**src/rtl/weight_fifo_ctrl_pkg.sv**
```systemverilog
// Shared types for the weight FIFO controller: fill/drain FSM encodings
// and the credit/outstanding counter width helper.
package weight_fifo_ctrl_pkg;

    typedef enum logic [1:0] {
        F_IDLE,
        F_ISSUE,
        F_WAIT
    } fill_state_t;

    typedef enum logic [2:0] {
        D_IDLE,
        D_POP,
        D_WAIT,
        D_SHIFT,
        D_DONE
    } drain_state_t;

    // Counters must hold the full range 0..max_val inclusive.
    function automatic int cnt_w(input int max_val);
        return $clog2(max_val + 1);
    endfunction

endpackage

```
**src/rtl/weight_credit_counter.sv**
```systemverilog
// Tracks free FIFO slots (credits) and memory reads still in flight, and
// gates memory returns into FIFO writes.
module weight_credit_counter
    import weight_fifo_ctrl_pkg::*;
#(
    parameter  int FIFO_DEPTH = 4,
    localparam int CNT_W      = cnt_w(FIFO_DEPTH)
) (
    input  logic             clk,
    input  logic             rstn,
    input  logic             issue,
    input  logic             pop,
    input  logic             rd_valid,
    output logic [CNT_W-1:0] outstanding,
    output logic             issue_ok,
    output logic             wr_en
);

    logic [CNT_W-1:0] credits;

    assign issue_ok = (credits != '0);
    // A return with nothing in flight is a stray from before a reset: drop it.
    assign wr_en    = rd_valid && (outstanding != '0);

    // NOTE: state registers use non-blocking assignments so every flop samples
    // pre-edge values, regardless of the order in which always_ff blocks run.
    always_ff @(posedge clk or negedge rstn) begin
        if (!rstn) begin
            credits     <= CNT_W'(FIFO_DEPTH);
            outstanding <= '0;
        end else begin
            case ({issue, pop})
                2'b10:   credits <= credits - CNT_W'(1);
                2'b01:   if (credits != CNT_W'(FIFO_DEPTH)) credits <= credits + CNT_W'(1);
                default: ;
            endcase
            case ({issue, wr_en})
                2'b10:   outstanding <= outstanding + CNT_W'(1);
                2'b01:   outstanding <= outstanding - CNT_W'(1);
                default: ;
            endcase
        end
    end

endmodule

```
**src/rtl/weight_fifo_ctrl.sv**
```systemverilog
// Weight FIFO sequencer: credit-limited fill from weight memory and a
// pop/wait/shift drain into the PE array rows.
module weight_fifo_ctrl
    import weight_fifo_ctrl_pkg::*;
#(
    parameter int FIFO_DEPTH  = 4,
    parameter int NUM_PE_ROWS = 8,
    parameter int ADDR_W      = 16,
    parameter int TILE_CNT_W  = 8
) (
    input  logic                           clk,
    input  logic                           rstn,
    input  logic                           load_valid,
    output logic                           load_ready,
    input  logic [ADDR_W-1:0]              load_base_addr,
    input  logic [TILE_CNT_W-1:0]          load_num_tiles,
    output logic                           load_done,
    output logic                           mem_rd_en,
    output logic [ADDR_W-1:0]              mem_rd_addr,
    input  logic                           mem_rd_valid,
    output logic                           fifo_wr_en,
    output logic                           fifo_rd_en,
    input  logic                           fifo_empty,
    input  logic                           wload_req,
    output logic                           wload_busy,
    output logic                           pe_row_load,
    output logic [$clog2(NUM_PE_ROWS)-1:0] pe_row_sel,
    output logic                           wload_done
);

    localparam int              CNT_W    = cnt_w(FIFO_DEPTH);
    localparam int              ROW_W    = $clog2(NUM_PE_ROWS);
    localparam logic [ROW_W-1:0] LAST_ROW = ROW_W'(NUM_PE_ROWS - 1);

    fill_state_t           fill_state;
    drain_state_t          drain_state;
    logic [ADDR_W-1:0]     addr_q;
    logic [TILE_CNT_W-1:0] tiles_left;
    logic [CNT_W-1:0]      outstanding;
    logic                  issue_ok;

    // Issue is decoded from registered state and credits only, so it is glitch-free.
    assign mem_rd_en   = (fill_state == F_ISSUE) && issue_ok;
    assign mem_rd_addr = addr_q;

    weight_credit_counter #(.FIFO_DEPTH(FIFO_DEPTH)) u_credit (
        .clk         (clk),
        .rstn        (rstn),
        .issue       (mem_rd_en),
        .pop         (fifo_rd_en),
        .rd_valid    (mem_rd_valid),
        .outstanding (outstanding),
        .issue_ok    (issue_ok),
        .wr_en       (fifo_wr_en)
    );

    always_ff @(posedge clk or negedge rstn) begin
        if (!rstn) begin
            fill_state <= F_IDLE;
            load_ready <= 1'b1;
            load_done  <= 1'b0;
            addr_q     <= '0;
            tiles_left <= '0;
        end else begin
            load_done <= 1'b0;
            case (fill_state)
                F_IDLE: begin
                    if (load_valid) begin
                        addr_q     <= load_base_addr;
                        tiles_left <= load_num_tiles;
                        if (load_num_tiles == '0) begin
                            load_done <= 1'b1;
                        end else begin
                            fill_state <= F_ISSUE;
                            load_ready <= 1'b0;
                        end
                    end
                end
                F_ISSUE: begin
                    if (mem_rd_en) begin
                        addr_q     <= addr_q + ADDR_W'(1);
                        tiles_left <= tiles_left - TILE_CNT_W'(1);
                        if (tiles_left == TILE_CNT_W'(1)) fill_state <= F_WAIT;
                    end
                end
                F_WAIT: begin
                    if (outstanding == '0) begin
                        load_done  <= 1'b1;
                        load_ready <= 1'b1;
                        fill_state <= F_IDLE;
                    end
                end
                default: begin
                    fill_state <= F_IDLE;
                    load_ready <= 1'b1;
                end
            endcase
        end
    end

    // D_WAIT covers the FIFO's registered read data before row 0 is latched.
    always_ff @(posedge clk or negedge rstn) begin
        if (!rstn) begin
            drain_state <= D_IDLE;
            fifo_rd_en  <= 1'b0;
            wload_busy  <= 1'b0;
            pe_row_load <= 1'b0;
            pe_row_sel  <= '0;
            wload_done  <= 1'b0;
        end else begin
            case (drain_state)
                D_IDLE: begin
                    if (wload_req && !fifo_empty) begin
                        drain_state <= D_POP;
                        fifo_rd_en  <= 1'b1;
                        wload_busy  <= 1'b1;
                    end
                end
                D_POP: begin
                    drain_state <= D_WAIT;
                    fifo_rd_en  <= 1'b0;
                end
                D_WAIT: begin
                    drain_state <= D_SHIFT;
                    pe_row_load <= 1'b1;
                    pe_row_sel  <= '0;
                end
                D_SHIFT: begin
                    if (pe_row_sel == LAST_ROW) begin
                        drain_state <= D_DONE;
                        pe_row_load <= 1'b0;
                        pe_row_sel  <= '0;
                        wload_done  <= 1'b1;
                    end else begin
                        pe_row_sel <= pe_row_sel + ROW_W'(1);
                    end
                end
                D_DONE: begin
                    drain_state <= D_IDLE;
                    wload_done  <= 1'b0;
                    wload_busy  <= 1'b0;
                end
                default: begin
                    drain_state <= D_IDLE;
                    fifo_rd_en  <= 1'b0;
                    wload_busy  <= 1'b0;
                    pe_row_load <= 1'b0;
                    wload_done  <= 1'b0;
                end
            endcase
        end
    end

endmodule

```
**config.mk**
```make
export PLATFORM = sky130hd
export DESIGN_NAME = weight_fifo_ctrl
export DESIGN_NICKNAME = d
export VERILOG_FILES = /design/src/rtl/weight_fifo_ctrl_pkg.sv /design/src/rtl/weight_credit_counter.sv /design/src/rtl/weight_fifo_ctrl.sv
export SDC_FILE = /design/constraint.sdc
export NUM_CORES = 1
export LEC_CHECK = 0
export CELL_PAD_IN_SITES_DETAIL_PLACEMENT = 1
export CELL_PAD_IN_SITES_GLOBAL_PLACEMENT = 2
export CORE_ASPECT_RATIO = 0.6
export CORE_MARGIN = 2
export CORE_UTILIZATION = 32
export DETAILED_ROUTE_END_ITERATION = 8
export GPL_TIMING_DRIVEN = 0
export PLACE_DENSITY_LB_ADDON = 0.3
export RECOVER_POWER = 25
export SYNTH_ARGS = -nofsm -noshare
export SYNTH_HDL_FRONTEND = slang
export SYNTH_SLANG_ARGS = --single-unit
```
**constraint.sdc**
```tcl
create_clock -name clk -period 5.7 [get_ports clk]
set_input_delay 1.425 -clock clk [delete_from_list [all_inputs] [get_ports clk]]
set_output_delay 1.425 -clock clk [all_outputs]
set_load 0.1 [all_outputs]
```
==> metrics.cfg, run 1 <==
[run_status]
status=finished, violations left
violations=max-capacitance violations, max-slew violations

[grt]
grt_pass1_wl_mm=13.92
grt_pass1_vias=2542
antenna_found_initial=0
overflow=0
groute.usage.overall=0.2060
grt_max_degree=26

[clock_tree]
clk-insertion-delay-late_ns=0.29
cts_tree=yes
cts_made_buffers=5
cts.clk_slew.worst_paths_ns=0.07
cts.path.max_buffers=2
clock-sinks=44
clock-root-buffer=clkbuf_16
htreeDepth=2

[synthesis]
yosys_warnings=0
synth-edff-count=0
ys_seq_elements=44
synth-main-ff-cell=dfrtp_1
synthArstFlopShare=1.000
syn-cell-area_um2=2526
avgSynthCellArea_um2=8.864
synthDistinctLibCells=55
yosysSeqAreaShare=0.4368
synth_nets=323
synth_cells=285

[sta]
setup_viol=0
finalHoldViolations=0
slew_viol_final=25
tightestPinTransition_ns=1.501
fin_crit_ns=5.560
clock.fmax_mhz=179.8
final.setup.worst_slack_ns=0.1397
clock_skew_ns=0.008490
timing.final.crit_share=0.9755
max_slew_margin=-0.0005578
rsz0062_at_grt=false

[drt]
route.met3.wl_um=418
drt_iter0_markers=129
routedWlPerCell_um=18.44
viasPerCell=5.332
highest_layer=met4
wl_mm=8.444
drtPass1Iterations=4
ant_nets=0
wl_met1_mm=4.515
dr_wl_met2_mm=3.460
drc=0
via_count=2442

[finish]
multi_input_area_um2=1321
drive_above_1_share=0.06857
antennaDiodeCount=0
finalNonFillerCells=458
seqCellArea_um2=1104
nFillCells=941
nNetsFinal=387
area_delta_synth_final_pct=34.22

[floorplan]
die_area_um2=8644
core_area_um2=7757
die_h_um=72.82
rows=25
start_util=0.3256
io_pins=57
die_x_um=118.7

[placement]
place_ws_ns=-0.09843
dp_hpwl_mm=6.338
port_buffers=56
dp_cells=450
routabilityCongestion=0.7629

[hold_path]
hold_path_depth=1
hold_class=flop to flop

[critical_path]
critPathArrivalTime_ns=4.14
r2r_slack_ns=2.36
crit_path_end_kind=primary output
cp.required_ns=4.28
crit_fanout=10
r2r_cells=10
criticalPathCategory=input port to primary output
start_kind=input port

[run]
cap_violations=1

==> sequential cells by signal, summed over array words and instances, names as in the netlist <==
name,cells
drain_state,3
fifo_rd_en,1
fill_state,2
load_done,1
load_ready,1
mem_rd_addr,16
pe_row_load,1
pe_row_sel,3
tiles_left,8
u_credit.credits,3
u_credit.outstanding,3
wload_busy,1
wload_done,1
==> metrics by stage <==
| step | TNS (ns) | utilization | area [um^2] | hold slack (ns) |
|---|---|---|---|---|
| 3_3_place_gp | -0.08408 | 0.4153 | 3222 | 0.4586 |
| 4_1_cts | 0 | 0.4394 | 3408 | 0.4868 |
| 6_report | 0 | 0.4371 | 3391 | 0.4844 |
| 2_1_floorplan | 0 | - | 2526 | 0.4430 |
| 3_5_place_dp | -0.09843 | 0.4173 | 3237 | 0.4723 |
| 5_1_grt | 0 | 0.4371 | 3391 | 0.5052 |
==> critical path, stage by stage <==
cell and delay (ns):
clkdlybuf4s50_1 0.59, o21bai_1 0.12, a21oi_1 0.24, clkbuf_1 0.51, nand2_1 0.29, inv_1 0.10, dlygate4sd2_1 0.85
==> cell families after synthesis <==
group,synth area share
fa+ha+maj,0.04557
xor+xnor,0.01734
compound gates,0.2174
buf+inv,0.04012
flops,0.4369
simple gates,0.2343
mux,0.008420
==> area by class of cell <==
cell class	count	area share
inverters	9	0.009963
clock inverters	3	0.01402
repair buffers	57	0.1642
well taps	108	0.03985
plain buffers	17	0.01993
multi-input cells	215	0.3897
clock buffers	5	0.03690
flip-flops and latches	44	0.3255
==> layer usage <==
metal	vias up	global-route usage
met5	-	0
met4	0	0.04630
met3	7	0.04375
met2	60	0.2969
met1	1203	0.3149
li1	1172	-
==> cells in the final DEF (no fill, tap or decap), drive strengths merged, types with 9 or more instances in the layout <==
master and count:
inv 9, nand2 27, clkbuf 20, o21ai 21, clkdlybuf4s50 54, a2bb2oi 9, dfrtp 42, nand3 15
a21oi 20, nor2 34, nor3 9
==> what timing repair did <==
action	in CTS	in global routing
resized for setup	1	0
endpoints found under the hold margin	0	0
setup endpoints to repair	1	0
setup buffers	0	0
hold buffers	0	0
==> cells in the mapped netlist (2+ instances only) <==
master     instances  area (um^2)
ha_1               6        75.07
nor2_1            34        127.6
nor3b_1            2        15.01
dfrtp_1           42         1051
nor2b_1            3        18.77
nand3b_1           2        15.01
xor2_1             3        26.28
a21oi_1           20        100.1
o31ai_1            2        15.01
and3_1             2        12.51
nand3_1           15        75.07
a211oi_1           2        15.01
a2bb2oi_1          9        78.83
inv_1              9        33.78
fa_1               2        40.04
a31oi_1            2        12.51
nand2b_1           3        18.77
o21ai_0           21        105.1
a31o_2             2        17.52
nand2_1           27        101.4
dfstp_2            2        52.55
o211ai_1           2        15.01
nor3_1             9        45.04
o22a_1             2        17.52
xnor2_1            2        17.52
and4_1             3        26.28
o22ai_1            5        31.28
a311oi_1           2        17.52
nand4_1            3        18.77
nor4_1             4        25.02
buf_2              3        15.01
clkbuf_1          13        48.80
a22oi_1            4        30.03
or4_1              2        15.01
==> worst paths after layout <==
check                                        start                 endpoint
setup / recovery                        load_valid                mem_rd_en
hold / removal             u_credit.outstanding[2]  u_credit.outstanding[2]
setup reg to reg                     fill_state[1]      u_credit.credits[1]
hold reg to reg            u_credit.outstanding[2]  u_credit.outstanding[2]
max in group asynchronous                     rstn  u_credit.outstanding[0]
min in group asynchronous                     rstn           mem_rd_addr[8]
Power of run 1 is not shown: default switching activity piles up to over one toggle a cycle in this logic, so the estimate is an artifact.
==> inputs of run 2 (changes only) <==
CORE_UTILIZATION = 33   (was 32)
SYNTH_HIERARCHICAL = 1   (was unset)
==> run 2 against run 1 <==
  * The flow now finishes without violations
  * Non-clock buffer count fell by 4
  * Setup slack improved by 0.89 ns
  * Synthesized cell count rose by 0.70%
  * Global-route usage rose by 0.13 points
  * Critical path depth fell by 3
  * Fmax rose by 19%
  * Routed wire length fell by 0.23%
  * Clock-buffer cell count rose by 3
  * Via count rose by 0.16%
==> metrics.cfg, run 2 <==
[grt]
grt_max_degree=25
groute.usage.overall=0.2073
antenna_found_initial=0
grt_pass1_wl_mm=13.70
grt_pass1_vias=2490
overflow=0

[sta]
slew_viol_final=0
tns_ns=0
timing.final.crit_share=0.8191
clock_skew_ns=0.007402
fin_crit_ns=4.669
finalHoldViolations=0
clock.fmax_mhz=214.2
tightestPinTransition_ns=1.320
max_slew_margin=0.1197
rsz0062_at_grt=false
setup_viol=0

[synthesis]
yosysSeqAreaShare=0.4282
syn-cell-area_um2=2577
ys_seq_elements=44
synthDistinctLibCells=53
avgSynthCellArea_um2=8.981
synth_top_cell_by_area=dfrtp_1
synth_common_cells=dfrtp_1, nor2_1, a21oi_1
synth-main-ff-cell=dfrtp_1
synth_top_area_share=0.4078
yosys_warnings=6
synth-edff-count=0
synth.area.top_cells=dfrtp_1, a21oi_1, nor2_1
synth_nets=325
yosysMostFrequentCell=dfrtp_1
synth_cells=287
synthArstFlopShare=1.000

[finish]
mostFrequentLayoutCell=clkdlybuf4s50_1
nNetsFinal=389
antennaDiodeCount=0
largest_reg_flops=16
area_delta_synth_final_pct=33.01
final_cell_mix=clkdlybuf4s50_1, dfrtp_1, nor2_1
drive_above_1_share=0.07102

[floorplan]
die_x_um=118.1
start_util=0.3475
die_h_um=72.46
die_area_um2=8557
io_pins=57
core_area_um2=7417
rows=24

[clock_tree]
cts.path.max_buffers=2
htreeDepth=2
cts.repair.resized=0
cts_made_buffers=5
clock-root-buffer=clkbuf_16
clk-insertion-delay-late_ns=0.29
clock-sinks=44
cts.clk_slew.worst_paths_ns=0.06
cts_setup_buffers=0
cts_tree=yes
cts_hold_buffers=0

[drt]
route.met3.wl_um=453
drt_iter0_markers=134
highest_layer=met4
dr_wl_met2_mm=3.488
via_count=2446
viasPerCell=5.364
drc=0
wl_mm=8.425
wl_met1_mm=4.398
drtPass1Iterations=4
ant_nets=0
routedWlPerCell_um=18.48

[critical_path]
crit_fanout=11
crit_path_end_kind=primary output
cp.required_ns=4.28
critPathArrivalTime_ns=3.24
r2r_slack_ns=2.93
criticalPathCategory=flop to primary output
start_kind=flop

[placement]
port_buffers=56
dp_hpwl_mm=6.221
routabilityCongestion=0.8025

[run]
cap_violations=0

[hold_path]
hold_class=flop to flop

[run_status]
status=finished, final reports clean

[run 2: cell count changes after synthesis, sizes merged, moves of 4 or more]
cell / before / now
a21oi: 20 / 26
a31oi: 2 / 7
and4: 4 / 0
buf: 4 / 9
clkbuf: 13 / 4
inv: 9 / 14
nand2: 27 / 23
nand3: 15 / 9
nor2: 34 / 29
[run 2: cells by family after synthesis]
family / share of synthesized area
and+or+nand+nor: 0.2189
DFF: 0.4282
muxes: 0.03010
AOI/OAI and AO/OA: 0.2209
xor gates and xnor gates: 0.01359
adders and majority gates: 0.04466
buffers and inverters: 0.04369
[run 2: final timing paths]
kind,startpoint,to,cells after the start
worst min register to register,wload_busy,wload_busy,2
min in group asynchronous,rstn,wload_busy,1
worst min-delay path,wload_busy,wload_busy,2
max in group asynchronous,rstn,load_done,1
worst max register to register,u_credit/credits[2],u_credit/outstanding[1],8
worst max-delay path,u_credit/credits[2],mem_rd_en,4
[run 2: worst max-delay path, cell delays in order, from the launching register on]
cell             delay (ns)
dfstp_1                0.58
or3_1                  0.20
inv_1                  0.09
nor2_1                 0.79
clkdlybuf4s50_1        1.29
[run 2: final cells by class]
| class | count | area, um^2 |
|---|---|---|
| buffer | 13 | 60.06 |
| clock buffer | 8 | 146.4 |
| fill | 871 | 3989 |
| inverter | 14 | 52.55 |
| multi-input combinational | 216 | 1361 |
| sequential | 44 | 1104 |
| tap | 104 | 130.1 |
| timing repair buffer | 57 | 574.3 |
[run 2: routing by layer]
metal  vias up  global-route usage
met5         -                   0
met4         0             0.05890
met3         8             0.05110
met2        55              0.2929
met1      1198              0.3119
li1       1185                   -
[run 2: per-stage QoR]
step / instances / setup slack (ns) / hold slack [ns] / util / cell area, um^2
detailed placement: 448 / 1.069 / 0.5012 / 0.4426 / 3283
floorplan: 287 / 1.906 / 0.4647 / - / 2577
finish: 456 / 1.031 / 0.5093 / 0.4622 / 3428
global route: 456 / 0.9072 / 0.5360 / 0.4622 / 3428
CTS: 456 / 1.062 / 0.5116 / 0.4624 / 3430
global placement: 447 / 1.044 / 0.4798 / 0.4406 / 3268
Power of run 2 is left out for the same reason.
==> inputs of run 3 (changes only) <==
CORE_UTILIZATION = 30   (was 33)
clock period = 4.7 ns   (was 5.7 ns; I/O delays follow)
==> run 3 against run 2 <==
  * The run now ends with max-capacitance violations, max-slew violations left
  * Clock-buffer cell count decreased by 2
  * Sequential share of layout area decreased by 0.11 points
  * Final cell count increased by 1.8%
  * Global-route usage decreased by 1.7 points
  * Setup slack got worse by 0.69 ns
  * First-iteration DRC count decreased by 11%
  * Die area increased by 9.6%
  * Critical path depth unchanged
  * Routed wire length decreased by 2.1%
  * Via count decreased by 2.5%
  * Final area increased by 0.33%
  * Clock skew decreased by 0.0036 ns
  * Critical endpoint unchanged
  * Largest cell class unchanged
==> metrics.cfg, run 3 (synthesized netlist as in run 2, its figures left out) <==
[run_status]
status=finished, violations left
violations=max-capacitance violations, max-slew violations

[finish]
drive_above_1_share=0.07386
mostFrequentLayoutCell=clkdlybuf4s50_1
finalNonFillerCells=464
antennaDiodeCount=0
nFillCells=973
largest_reg_flops=16
final_cell_mix=clkdlybuf4s50_1, dfrtp_1, nor2_1
area_delta_synth_final_pct=33.45
nNetsFinal=389

[sta]
rsz0062_at_grt=false
setup_viol=0
max_slew_margin=-0.3510
finalHoldViolations=0
clock.fmax_mhz=229.3
timing.final.crit_share=0.9279
tns_ns=0
fin_crit_ns=4.361
tightestPinTransition_ns=2.026
slew_viol_final=36
clock_skew_ns=0.003771

[drt]
routedWlPerCell_um=17.78
wl_mm=8.249
via_count=2386
drtPass1Iterations=5
drt_iter0_markers=119
ant_nets=0
drc=0
viasPerCell=5.142

[floorplan]
io_pins=57
start_util=0.3059
die_h_um=75.80
rows=26
die_x_um=123.7
core_area_um2=8426
die_area_um2=9374

[placement]
dp_hpwl_mm=6.024
dp_cells=456
routabilityCongestion=0.7415
port_buffers=56

[run]
cap_violations=1

[hold_path]
hold_class=flop to flop
holdCritStartpoint=tiles_left[6]
worstHoldEndpoint=tiles_left[6]
hold_path_depth=2

[clock_tree]
clock-sinks=44
clk-insertion-delay-late_ns=0.29
clock-root-buffer=clkbuf_16
cts.repair.resized=0
cts_setup_buffers=0
cts_hold_buffers=0
cts_tree=yes
htreeDepth=2
cts.clk_slew.worst_paths_ns=0.06
cts.path.max_buffers=2
cts_made_buffers=5

[critical_path]
r2r_slack_ns=1.98
start_kind=flop
crit_path_end_kind=primary output
critPathArrivalTime_ns=3.19
reg2reg_to=u_credit/outstanding[2]
critPathLaunch=u_credit/credits[2]
reg2reg_from=u_credit/credits[2]
r2r_cells=10
criticalPathCategory=flop to primary output
crit_fanout=11
cp.required_ns=3.52

[grt]
grt_pass1_vias=2453
overflow=0
antenna_found_initial=0
groute.usage.overall=0.1905
grt_pass1_wl_mm=13.36
grt_max_degree=36

run 3: worst max-delay path: stages (launching register included):
cell	delay, ns
dfstp_2	0.57
or3_1	0.17
inv_1	0.08
nor2_1	0.77
clkdlybuf4s50_1	1.30
run 3: area by class of cell:
| type | instances | area, um^2 | share of cell area |
|---|---|---|---|
| buffer | 13 | 60.06 | 0.01746 |
| clock buffer | 6 | 128.9 | 0.03747 |
| clock inverter | 2 | 35.03 | 0.01019 |
| inverter | 14 | 52.55 | 0.01528 |
| multi-input combinational | 216 | 1361 | 0.3958 |
| sequential | 44 | 1104 | 0.3208 |
| tap | 112 | 140.1 | 0.04074 |
| timing repair buffer | 57 | 558.0 | 0.1622 |
run 3: stage by stage:
stage	setup WS [ns]	hold slack [ns]	utilization	cell area [um^2]
6_report	0.3391	0.5014	0.4082	3440
3_3_place_gp	0.5670	0.4811	0.3891	3278
4_1_cts	0.3572	0.5044	0.4103	3457
5_1_grt	0.1859	0.5386	0.4082	3440
3_5_place_dp	0.5647	0.4896	0.3909	3293
2_1_floorplan	1.156	0.4647	-	2577
run 3: worst max path at each step:
stage | to | slack (ns) | depth (start not counted)
2_1_floorplan | mem_rd_en | 1.16 | 3
3_3_place_gp | fifo_wr_en | 0.57 | 3
3_5_place_dp | fifo_wr_en | 0.56 | 3
4_1_cts | mem_rd_en | 0.36 | 4
5_1_grt | mem_rd_en | 0.19 | 4
6_report | mem_rd_en | 0.34 | 4
run 3: per-layer routing:
layer / GRT usage / up-vias / wire length (um)
met5: 0 / - / 0
met4: 0.04924 / 0 / 80
met3: 0.04117 / 8 / 322
met2: 0.2747 / 37 / 3328
met1: 0.2872 / 1159 / 4518
li1: - / 1182 / -
Power of run 3 is left out for the same reason.
